<file path="src/rtl/sr_drive_seq.sv">
// sr_drive_seq: non-overlapping SR latch pulse driver; define SR_FB_CHECK_EN to verify q_fb/qb_fb after each command
module sr_drive_seq #(
  parameter int PULSE_W = 2,
  parameter int GAP_W   = 1,
  parameter int CNT_W   = 4,
  parameter int CHK_TO  = 3
) (
  input  logic clk,
  input  logic rst,
  input  logic req_valid,
  input  logic req_level,
  output logic req_ready,
  output logic s,
  output logic r,
  input  logic q_fb,
  input  logic qb_fb,
  output logic busy,
  output logic done,
  output logic err
);
  typedef enum logic [1:0] {IDLE, PULSE, GAP, CHECK} state_t;
  state_t r_state, w_state_n;
  logic [CNT_W-1:0] r_cnt, w_cnt_n;
  logic r_level, w_level_n, w_s_n, w_r_n, w_done_n, w_err_n, w_end;
`ifndef SR_FB_CHECK_EN
  logic w_unused;
  assign w_unused = q_fb ^ qb_fb;
`endif
  // next state, counter and next registered outputs; s/r only ever come from one level bit so they cannot overlap
  always_comb begin
    w_state_n = r_state;
    w_cnt_n   = r_cnt;
    w_level_n = r_level;
    w_s_n     = 1'b0;
    w_r_n     = 1'b0;
    w_done_n  = 1'b0;
    w_err_n   = 1'b0;
    w_end     = 1'b0;
    case (r_state)
      IDLE: if (req_valid && req_ready) begin
        w_state_n = PULSE;
        w_cnt_n   = CNT_W'(PULSE_W - 1);
        w_level_n = req_level;
        w_s_n     = req_level;
        w_r_n     = ~req_level;
      end
      PULSE: if (r_cnt != '0) begin
        w_cnt_n = r_cnt - 1'b1;
        w_s_n   = r_level;
        w_r_n   = ~r_level;
      end else if (GAP_W != 0) begin
        w_state_n = GAP;
        w_cnt_n   = CNT_W'(GAP_W - 1);
      end else begin
        w_end = 1'b1;
      end
      GAP: if (r_cnt != '0) w_cnt_n = r_cnt - 1'b1;
      else w_end = 1'b1;
`ifdef SR_FB_CHECK_EN
      CHECK: if (q_fb == r_level && qb_fb == ~r_level) begin
        w_state_n = IDLE;
        w_done_n  = 1'b1;
      end else if (r_cnt == '0) begin
        w_state_n = IDLE;
        w_done_n  = 1'b1;
        w_err_n   = 1'b1;
      end else begin
        w_cnt_n = r_cnt - 1'b1;
      end
`endif
      default: w_state_n = IDLE;
    endcase
    if (w_end) begin
`ifdef SR_FB_CHECK_EN
      w_state_n = CHECK;
      w_cnt_n   = CNT_W'(CHK_TO - 1);
`else
      w_state_n = IDLE;
      w_done_n  = 1'b1;
`endif
    end
  end
  // state and all outputs are registered; reset aborts any command without a done
  always_ff @(posedge clk) begin
    if (rst) begin
      r_state   <= IDLE;
      r_cnt     <= '0;
      r_level   <= 1'b0;
      s         <= 1'b0;
      r         <= 1'b0;
      req_ready <= 1'b0;
      busy      <= 1'b0;
      done      <= 1'b0;
      err       <= 1'b0;
    end else begin
      r_state   <= w_state_n;
      r_cnt     <= w_cnt_n;
      r_level   <= w_level_n;
      s         <= w_s_n;
      r         <= w_r_n;
      req_ready <= w_state_n == IDLE;
      busy      <= w_state_n != IDLE;
      done      <= w_done_n;
      err       <= w_err_n;
    end
  end
endmodule

</file>
<file path="config.mk">
export PLATFORM = sky130hd
export DESIGN_NAME = sr_drive_seq
export DESIGN_NICKNAME = d
export VERILOG_FILES = /design/src/rtl/sr_drive_seq.sv
export SDC_FILE = /design/constraint.sdc
export NUM_CORES = 1
export LEC_CHECK = 0
export ABC_AREA = 0
export CORE_MARGIN = 5
export CORE_UTILIZATION = 49
export DETAILED_ROUTE_END_ITERATION = 10
export HOLD_SLACK_MARGIN = 0.05
export PLACE_DENSITY_LB_ADDON = 0.3
export SETUP_SLACK_MARGIN = 0.5
export SLEW_MARGIN = 15
export SYNTH_ARGS = -nofsm -noshare
export SYNTH_HDL_FRONTEND = slang
export SYNTH_SLANG_ARGS = --single-unit
</file>
<file path="constraint.sdc">
create_clock -name clk -period 2.05 [get_ports clk]
set_input_delay 0.41 -clock clk [delete_from_list [all_inputs] [get_ports clk]]
set_output_delay 0.41 -clock clk [all_outputs]
set_load 0.1 [all_outputs]
</file>
# Word level (Yosys, flattened, before mapping)
# Cells that the tools add are included.
[classes]
addsub = 1
n_eq_ne = 4
mux = 17
bitwise_logic = 2
reduce_logical = 8
[op_table]
columns = ["cell", "count"]
rows = [
  ["4-bit two-way mux", 3],
  ["4-bit one-hot mux with 3 select lines", 1],
  ["1-bit two-way mux", 7],
  ["2-bit two-way mux", 3],
  ["2-bit one-hot mux with 3 select lines", 1],
  ["2-bit zero test", 2],
  ["2-bit != test, second input constant", 2],
  ["1-bit one-hot mux with 2 select lines", 2],
  ["4-bit nonzero test", 1],
  ["4-bit by 1-bit subtractor with 4-bit output, second input constant", 1],
  ["3-bit AND reduction", 1],
  ["3-bit nonzero test", 1],
  ["2-bit by 1-bit == test with 1-bit output, second input constant", 1],
  ["2-bit == test, second input constant", 1],
  ["1-bit NOT", 2],
  ["2-bit AND reduction", 1],
  ["2-bit nonzero test", 1],
  ["1-bit logical AND", 1],
]
[word_totals]
register_bits = 12
wordCells = 40

# Longest topological paths before layout
# Gate-level depths: netlist (run 1).
[logic_depth]
word_depth = 5
ltp_mapped = 7
mapped_depth_nobuf = 6

# Least setup slack after synthesis (run 1)
# Ideal clock, no wire load.
[synth_path]
path_type = "flip-flop to flip-flop"
start = "register req_ready"
end = "register r_cnt[1]"
setup_time_ns = 0.070
t_arrival_ns = 1.985
required_time_ns = 1.980
path_slack_ns = -0.005
path_stages_with_launch = 6
period_less_slack_ns = 2.055
path_cell_list = "dfxtp_1 a21boi_1 or3_1 buf_2 nand4bb_1 a21oi_1"
[synth_between]
elab_chain_len = 3
[synth_lines]
columns = ["item", "line_no", "rtl"]
rows = [
  ["from (decl)", "12", "output logic req_ready,"],
  ["from (signal assigned)", "91", "req_ready <= 1'b0;"],
  ["from (signal assigned)", "101", "req_ready <= w_state_n == IDLE;"],
  ["1-bit logical AND", "40", "IDLE: if (req_valid && req_ready) begin"],
  ["2-bit != test (no line)", "n/a", ""],
  ["3-bit AND reduction (no line)", "n/a", ""],
  ["to (signal assigned)", "97", "r_cnt <= w_cnt_n;"],
  ["to (decl)", "23", "logic [CNT_W-1:0] r_cnt, w_cnt_n;"],
]
# Every way passes these cells.
# A chain may end at the register's enable or synchronous reset.

# Worst setup path in the final report (run 1)
[layout_path]
start = "register r_state[0]"
end = "register r_cnt[1]"
[layout_between]
elab_chain_len = 3
word_cells_on_any_way = 8
cone_classes = "4 x eq/ne; 1 x mux; 3 x reduce/logical"
[layout_lines]
columns = ["item", "line_no", "rtl"]
rows = [
  ["from (decl)", "22", "state_t r_state, w_state_n;"],
  ["from (signal assigned)", "96", "r_state <= w_state_n;"],
  ["2-bit == test (tied with other cells)", "39", "case (r_state)"],
  ["2-bit != test (no line) or 3-bit nonzero test (tied branches)", "n/a", ""],
  ["3-bit AND reduction (no line)", "n/a", ""],
]
# Parallel ways exist; a longest one is shown, timed or not.

==> results.yml, run 1 <==
run_status:
  status: "complete, no violations"
sta:
  skew_ns: 0.002571
  hold_viol: 0
  finalCriticalPeriod_ns: 1.573
  rsz0062_at_grt: "true"
  fmax_mhz: 635.8
  min_period_over_period: 0.7672
  worst_slack_ns: 0.4772
  setup_viol: 0
  drv_slew: 0
  fin_setup_tns_ns: 0
  timing.hold.ws_ns: 0.4745
drt:
  avgRoutedWirePerCell_um: 15.52
  wl_um: 1645
  drt-pass1-iter-count: 5
  drt_iter0_drc: 20
  drt-vias-per-instance: 5.840
  drcViolationCount: 0
  ant_nets: 0
  vias: 619
floorplanning:
  rows: 13
  coreArea_mm2: 0.001285
  die_width_um: 46.76
  start_util: 0.5151
  die_h_um: 46.76
  pin_count: 12
  fp.dieArea_mm2: 0.002186
logic_synthesis:
  ys_top_cells_by_area: "dfxtp_1 (36%), ha_1 (11%), a21oi_1 (4.5%), nor4bb_4 (3.8%), inv_1 (2.8%)"
  ys_seq_area_frac: 0.3629
  yosysTopAreaCellShare: 0.3629
  avgSynthCellArea_um2: 9.067
  ys_types: 33
  synthesis.nets: 85
  yosys.area.top_type: "dfxtp_1"
  synth_area_um2: 661.9
  netlist_instances: 73
  ys_warn_count: 0
  ys_ff_latch: 12
hold_path:
  min_path_type: "reg -> reg"
cells_and_area:
  layout_common_cells: "buf_4 (14), dfxtp_1 (9), a21oi_1 (5), nor2_1 (4), ha_4 (4)"
  final_common_cell: "buf_4"
  final_layout_size_suffix_gt1_frac: 0.4066
  final_nets: 104
  antenna_cells: 0
  regArea_um2: 251.5
  multiInputGateArea_um2: 473.0
  area_growth_pct: 41.21
  fillCellCount: 91
setup_path:
  start_kind: "flop"
  critPathArrivalTime_ns: 1.79
  ff2ff_path_depth: 6
  startpoint: "r_state[0]$_SDFF_PP0_"
  endpoint: "r_cnt[1]$_SDFFE_PP0P_"
  reg2reg_slack_ns: 0.48
  r2r_start: "r_state[0]$_SDFF_PP0_"
  worstReg2RegEnd: "r_cnt[1]$_SDFFE_PP0P_"
  required_ns: 2.27
  end_kind: "flop"
  path_class: "reg -> reg"
  cp_max_fo: 6
grt:
  grt_max_degree: 11
  grt_pass1_wl_um: 2332
  grt_pass1_vias: 570
  track_usage: 0.1500
  grt.overflow.total: 0
  antenna_found_initial: 0
clock_network:
  cts_tree: "built"
  clkSinkCount: 12
  cts_buffers: 3
  root_buffer: "clkbuf_4"
  cts-htree-levels: 1
  clk_pin_slew_ns: 0.08
  holdBufCountCts: 0
  clk_latency_ns: 0.28
  clockBufferDepth: 2
placement:
  post-place-ws_ns: 0.1173
  hpwlAfterDp_um: 997.5
  routabilityCongestion: 0.7650
  port_buffers: 8
power:
  leakagePower_uw: 0.0003871
  max-vdd-ir-drop_v: 0.0009044
  powerDensity_mw_per_mm2: 1591
run:
  drv_cap: 0
-- cell families after synthesis --
logic type | after synthesis | synth area share
AND/OR/NAND/NOR | 26 | 0.2590
buffers and inverters | 8 | 0.05292
flip-flops | 12 | 0.3629
AO/OA/AOI/OAI | 20 | 0.2061
other | 1 | 0.005666
adder cells (fa/ha/maj) | 6 | 0.1134
-- per-stage QoR --
stage / total power (uW) / utilization / instances / instance area (um^2)
2_1_floorplan: 945.3 / - / 73 / 691.9
3_3_place_gp: 1058 / 0.5988 / 94 / 769.5
3_5_place_dp: 1071 / 0.5988 / 94 / 769.5
4_1_cts: 1376 / 0.6777 / 102 / 870.8
5_1_grt: 1573 / 0.7274 / 106 / 934.6
6_report: 1487 / 0.7274 / 106 / 934.6
-- worst min-delay path by stage --
stage | from | endpoint | cells after the start
finish | r_cnt[1]$_SDFFE_PP0P_ | r_cnt[1]$_SDFFE_PP0P_ | 2
global route | r_cnt[1]$_SDFFE_PP0P_ | r_cnt[1]$_SDFFE_PP0P_ | 2
CTS | r_cnt[1]$_SDFFE_PP0P_ | r_cnt[1]$_SDFFE_PP0P_ | 2
detailed placement | r_cnt[1]$_SDFFE_PP0P_ | r_cnt[1]$_SDFFE_PP0P_ | 2
global placement | r_cnt[1]$_SDFFE_PP0P_ | r_cnt[1]$_SDFFE_PP0P_ | 2
floorplan | r_cnt[1]$_SDFFE_PP0P_ | r_cnt[1]$_SDFFE_PP0P_ | 2
-- sequential cells by signal, summed over array words and instances (netlist names) --
name	count
r_state	2
done	1
busy	1
req_ready	1
r	1
r_cnt	4
r_level	1
s	1
-- power breakdown --
| part | internal (uW) | switching, uW | leakage (uW) |
|---|---|---|---|
| logic | 407 | 530 | 0.000266 |
| clock network | 108 | 86.4 | 0.0000210 |
| registers | 300 | 54.8 | 0.0000998 |
| total | 815 | 672 | 0.000387 |
-- cells in the mapped netlist --
cell type	number
a211oi_1	1
or2_2	2
nand2b_1	1
nand4bb_1	1
a31oi_1	2
nand3_1	3
nor2b_1	1
o21ai_0	1
o32ai_1	2
nor4bb_4	1
dfxtp_1	12
or2b_1	1
buf_2	1
inv_1	5
or3b_1	1
a21oi_1	6
nand2_1	3
a21boi_1	1
nand3b_1	1
a21o_1	2
a22oi_1	1
nor3_1	1
nor2_1	4
a221oi_1	1
o21bai_1	1
nor3b_1	2
buf_4	1
nand4_1	2
clkbuf_1	1
or3_1	2
ha_1	6
conb_1	1
o22a_1	2
-- repair_timing --
item,in CTS,in global routing
gates resized for setup,9,5
cloned,0,0
buffers inserted,4,4
setup endpoints to repair,6,6
pin swaps,8,3
-- critical path, cell delays in order, from the launching register on --
cell       delay, ns
dfxtp_4         0.40
inv_4           0.06
ha_4            0.17
nor4bb_4        0.17
or3_4           0.38
nand4bb_1       0.20
a21oi_1         0.14
-- area by class of cell --
type | instances | share of cell area
clock buffer | 4 | 0.03882
inverter | 5 | 0.02276
multi-input combinational | 53 | 0.5060
sequential | 12 | 0.2691
tap | 15 | 0.02008
timing repair buffer | 17 | 0.1432
-- metal layers --
metal,vias to the layer above,track usage,wire length (um)
met5,-,0,0
met4,0,0.08287,33
met3,5,0.02299,103
met2,24,0.2747,912
met1,290,0.1636,596
li1,300,-,-
(Power assumes the default switching activity.)
==> run 2, diff against run 1 <==
--- a/config.mk
+++ b/config.mk
@@ -7,7 +7,7 @@
 export LEC_CHECK = 0
 export ABC_AREA = 0
 export CORE_MARGIN = 5
-export CORE_UTILIZATION = 49
+export CORE_UTILIZATION = 44
 export DETAILED_ROUTE_END_ITERATION = 10
 export HOLD_SLACK_MARGIN = 0.05
 export PLACE_DENSITY_LB_ADDON = 0.3
==> constraint.sdc (replaced) <==
create_clock -name clk -period 1.4 [get_ports clk]
set_input_delay 0.28 -clock clk [delete_from_list [all_inputs] [get_ports clk]]
set_output_delay 0.28 -clock clk [all_outputs]
set_load 0.1 [all_outputs]
==> results.yml, run 2 (synthesis gave the netlist of run 1 again) <==
run_status:
  status: "finished with violations"
  violations: "negative setup slack"
run:
  drv_cap: 0
cells_and_area:
  largestRegisters: "r_cnt (4), r_state (2)"
  stdcell_count: 121
  area_growth_pct: 75.24
  largest-register: "r_cnt"
  fillCellCount: 93
  final_common_cell: "buf_4"
  final_layout_size_suffix_gt1_frac: 0.6346
  largest_reg_flops: 4
  final_nets: 117
  layout_common_cells: "buf_4 (19), dfxtp_4 (7), buf_12 (5)"
clock_network:
  clk_pin_slew_ns: 0.08
  clockBufferDepth: 2
  cts_buffers: 3
  clk_latency_ns: 0.28
  root_buffer: "clkbuf_4"
  cts_tree: "built"
  cts-htree-levels: 1
  clkSinkCount: 12
  holdBufCountCts: 0
sta:
  drv_slew: 0
  fmax_mhz: 653.4
  rsz0062_at_grt: "true"
  setup_viol: 7
  worst_slack_ns: -0.1305
  hold_viol: 0
  min_period_over_period: 1.093
  timing.hold.ws_ns: 0.5018
  finalCriticalPeriod_ns: 1.530
  skew_ns: 0.004255
setup_path:
  path_class: "reg -> reg"
  cpMaxStageDelayCell: "dfxtp_4"
  startpoint: "r_state[0]$_SDFF_PP0_"
  r2r_start: "r_state[0]$_SDFF_PP0_"
  cp_max_fo: 4
  end_kind: "flop"
  required_ns: 1.57
  critPathArrivalTime_ns: 1.70
  start_kind: "flop"
  crit_path_cell_trace: "inv_4 > ha_4 > or2_4 > o22a_1 > nand3b_1 > nor3b_2"
  slowest_delay_ns: 0.38
drt:
  ant_nets: 0
  avgRoutedWirePerCell_um: 14.37
  drcViolationCount: 0
  wl_um: 1739
  drt-vias-per-instance: 5.438
  drt-pass1-iter-count: 4
  drt_iter0_drc: 13
  vias: 658
power:
  powerDensity_mw_per_mm2: 2114
  leakagePower_uw: 0.0004814
  max-vdd-ir-drop_v: 0.001332
grt:
  grtUsageMet1: 0.1839
  grt_util_met3: 0.03976
  grt_pass1_vias: 684
  track_usage: 0.1628
  grt_max_degree: 8
  grt_pass1_wl_um: 3077
  use_met2: 0.2848
  grt.overflow.total: 0
  busiest_layer: "met2"
  antenna_found_initial: 0
floorplanning:
  coreArea_mm2: 0.001471
  fp.dieArea_mm2: 0.002380
  pin_count: 12
  die_width_um: 48.79
  rows: 14
  start_util: 0.4498
  die_h_um: 48.79
placement:
  routabilityCongestion: 0.8104
  port_buffers: 8
  placedCellCount: 112
  hpwlAfterDp_um: 1274
hold_path:
  min_path_type: "reg -> reg"
  min-delay-start: "r_level$_SDFFE_PP0P_"
-- run 2: cell count changes in the layout (fill, tap and decap cells not counted), sizes merged --
| cell | previous run | this run |
|---|---|---|
| buf | 14 | 27 |
| clkbuf | 4 | 3 |
| clkinv | 0 | 1 |
| diode | 0 | 1 |
-- run 2: report_power, final --
group / internal, uW / switching [uW] / leakage (uW)
registers: 450 / 102 / 0.000103
logic: 840 / 836 / 0.000363
clock network: 103 / 121 / 0.0000154
-- run 2: repair_timing --
item / in CTS / in global routing
pin swaps: 12 / 3
setup endpoints to repair: 17 / 17
buffers inserted: 3 / 1
resized for setup: 17 / 7
-- run 2: per-layer routing --
| layer | up-vias | wire length (um) |
|---|---|---|
| met3 | 4 | 71 |
| met1 | 303 | 687 |
| met2 | 19 | 952 |
| met5 | - | 0 |
| li1 | 332 | - |
| met4 | 0 | 27 |
-- run 2: worst paths after layout --
| kind | to | slack (ns) | cells past startpoint |
|---|---|---|---|
| hold reg to reg | s$_SDFF_PP0_ | 0.50 | 2 |
| setup reg to reg | busy$_SDFF_PP0_ | -0.13 | 6 |
| setup / recovery | busy$_SDFF_PP0_ | -0.13 | 6 |
| hold / removal | s$_SDFF_PP0_ | 0.50 | 2 |
-- run 2: metrics by stage --
| stage | util | setup TNS [ns] | instance area [um^2] | worst slack, ns | power (uW) |
|---|---|---|---|---|---|
| floorplan | - | -0.7931 | 730.7 | -0.1613 | 1434 |
| global placement | 0.6794 | -1.736 | 999.7 | -0.3179 | 1878 |
| detailed placement | 0.6794 | -2.029 | 999.7 | -0.3387 | 1905 |
| CTS | 0.7585 | -0.4854 | 1116 | -0.1072 | 2343 |
| global route | 0.7866 | -1.096 | 1157 | -0.1867 | 2615 |
| finish | 0.7883 | -0.6038 | 1160 | -0.1305 | 2452 |
-- run 2: worst max-delay path, delay by kind of cell (launching register included) --
family | cells | cell delay, ns
simple gates | 3 | 0.64
buf+inv | 1 | 0.05
compound gates | 1 | 0.19
flops | 1 | 0.38
fa+ha+maj | 1 | 0.16
-- run 2: area by class of cell --
type                            count  area, um^2  area share
Multi-Input combinational cell     53       514.2      0.4434
Timing Repair Buffer               30       305.3      0.2632
Sequential cell                    12       267.8      0.2309
Inverter                            5       23.77     0.02050
Clock buffer                        3       22.52     0.01942
Tap cell                           16       20.02     0.01726
Clock inverter                      1       3.754    0.003236
Antenna cell                        1       2.502    0.002158
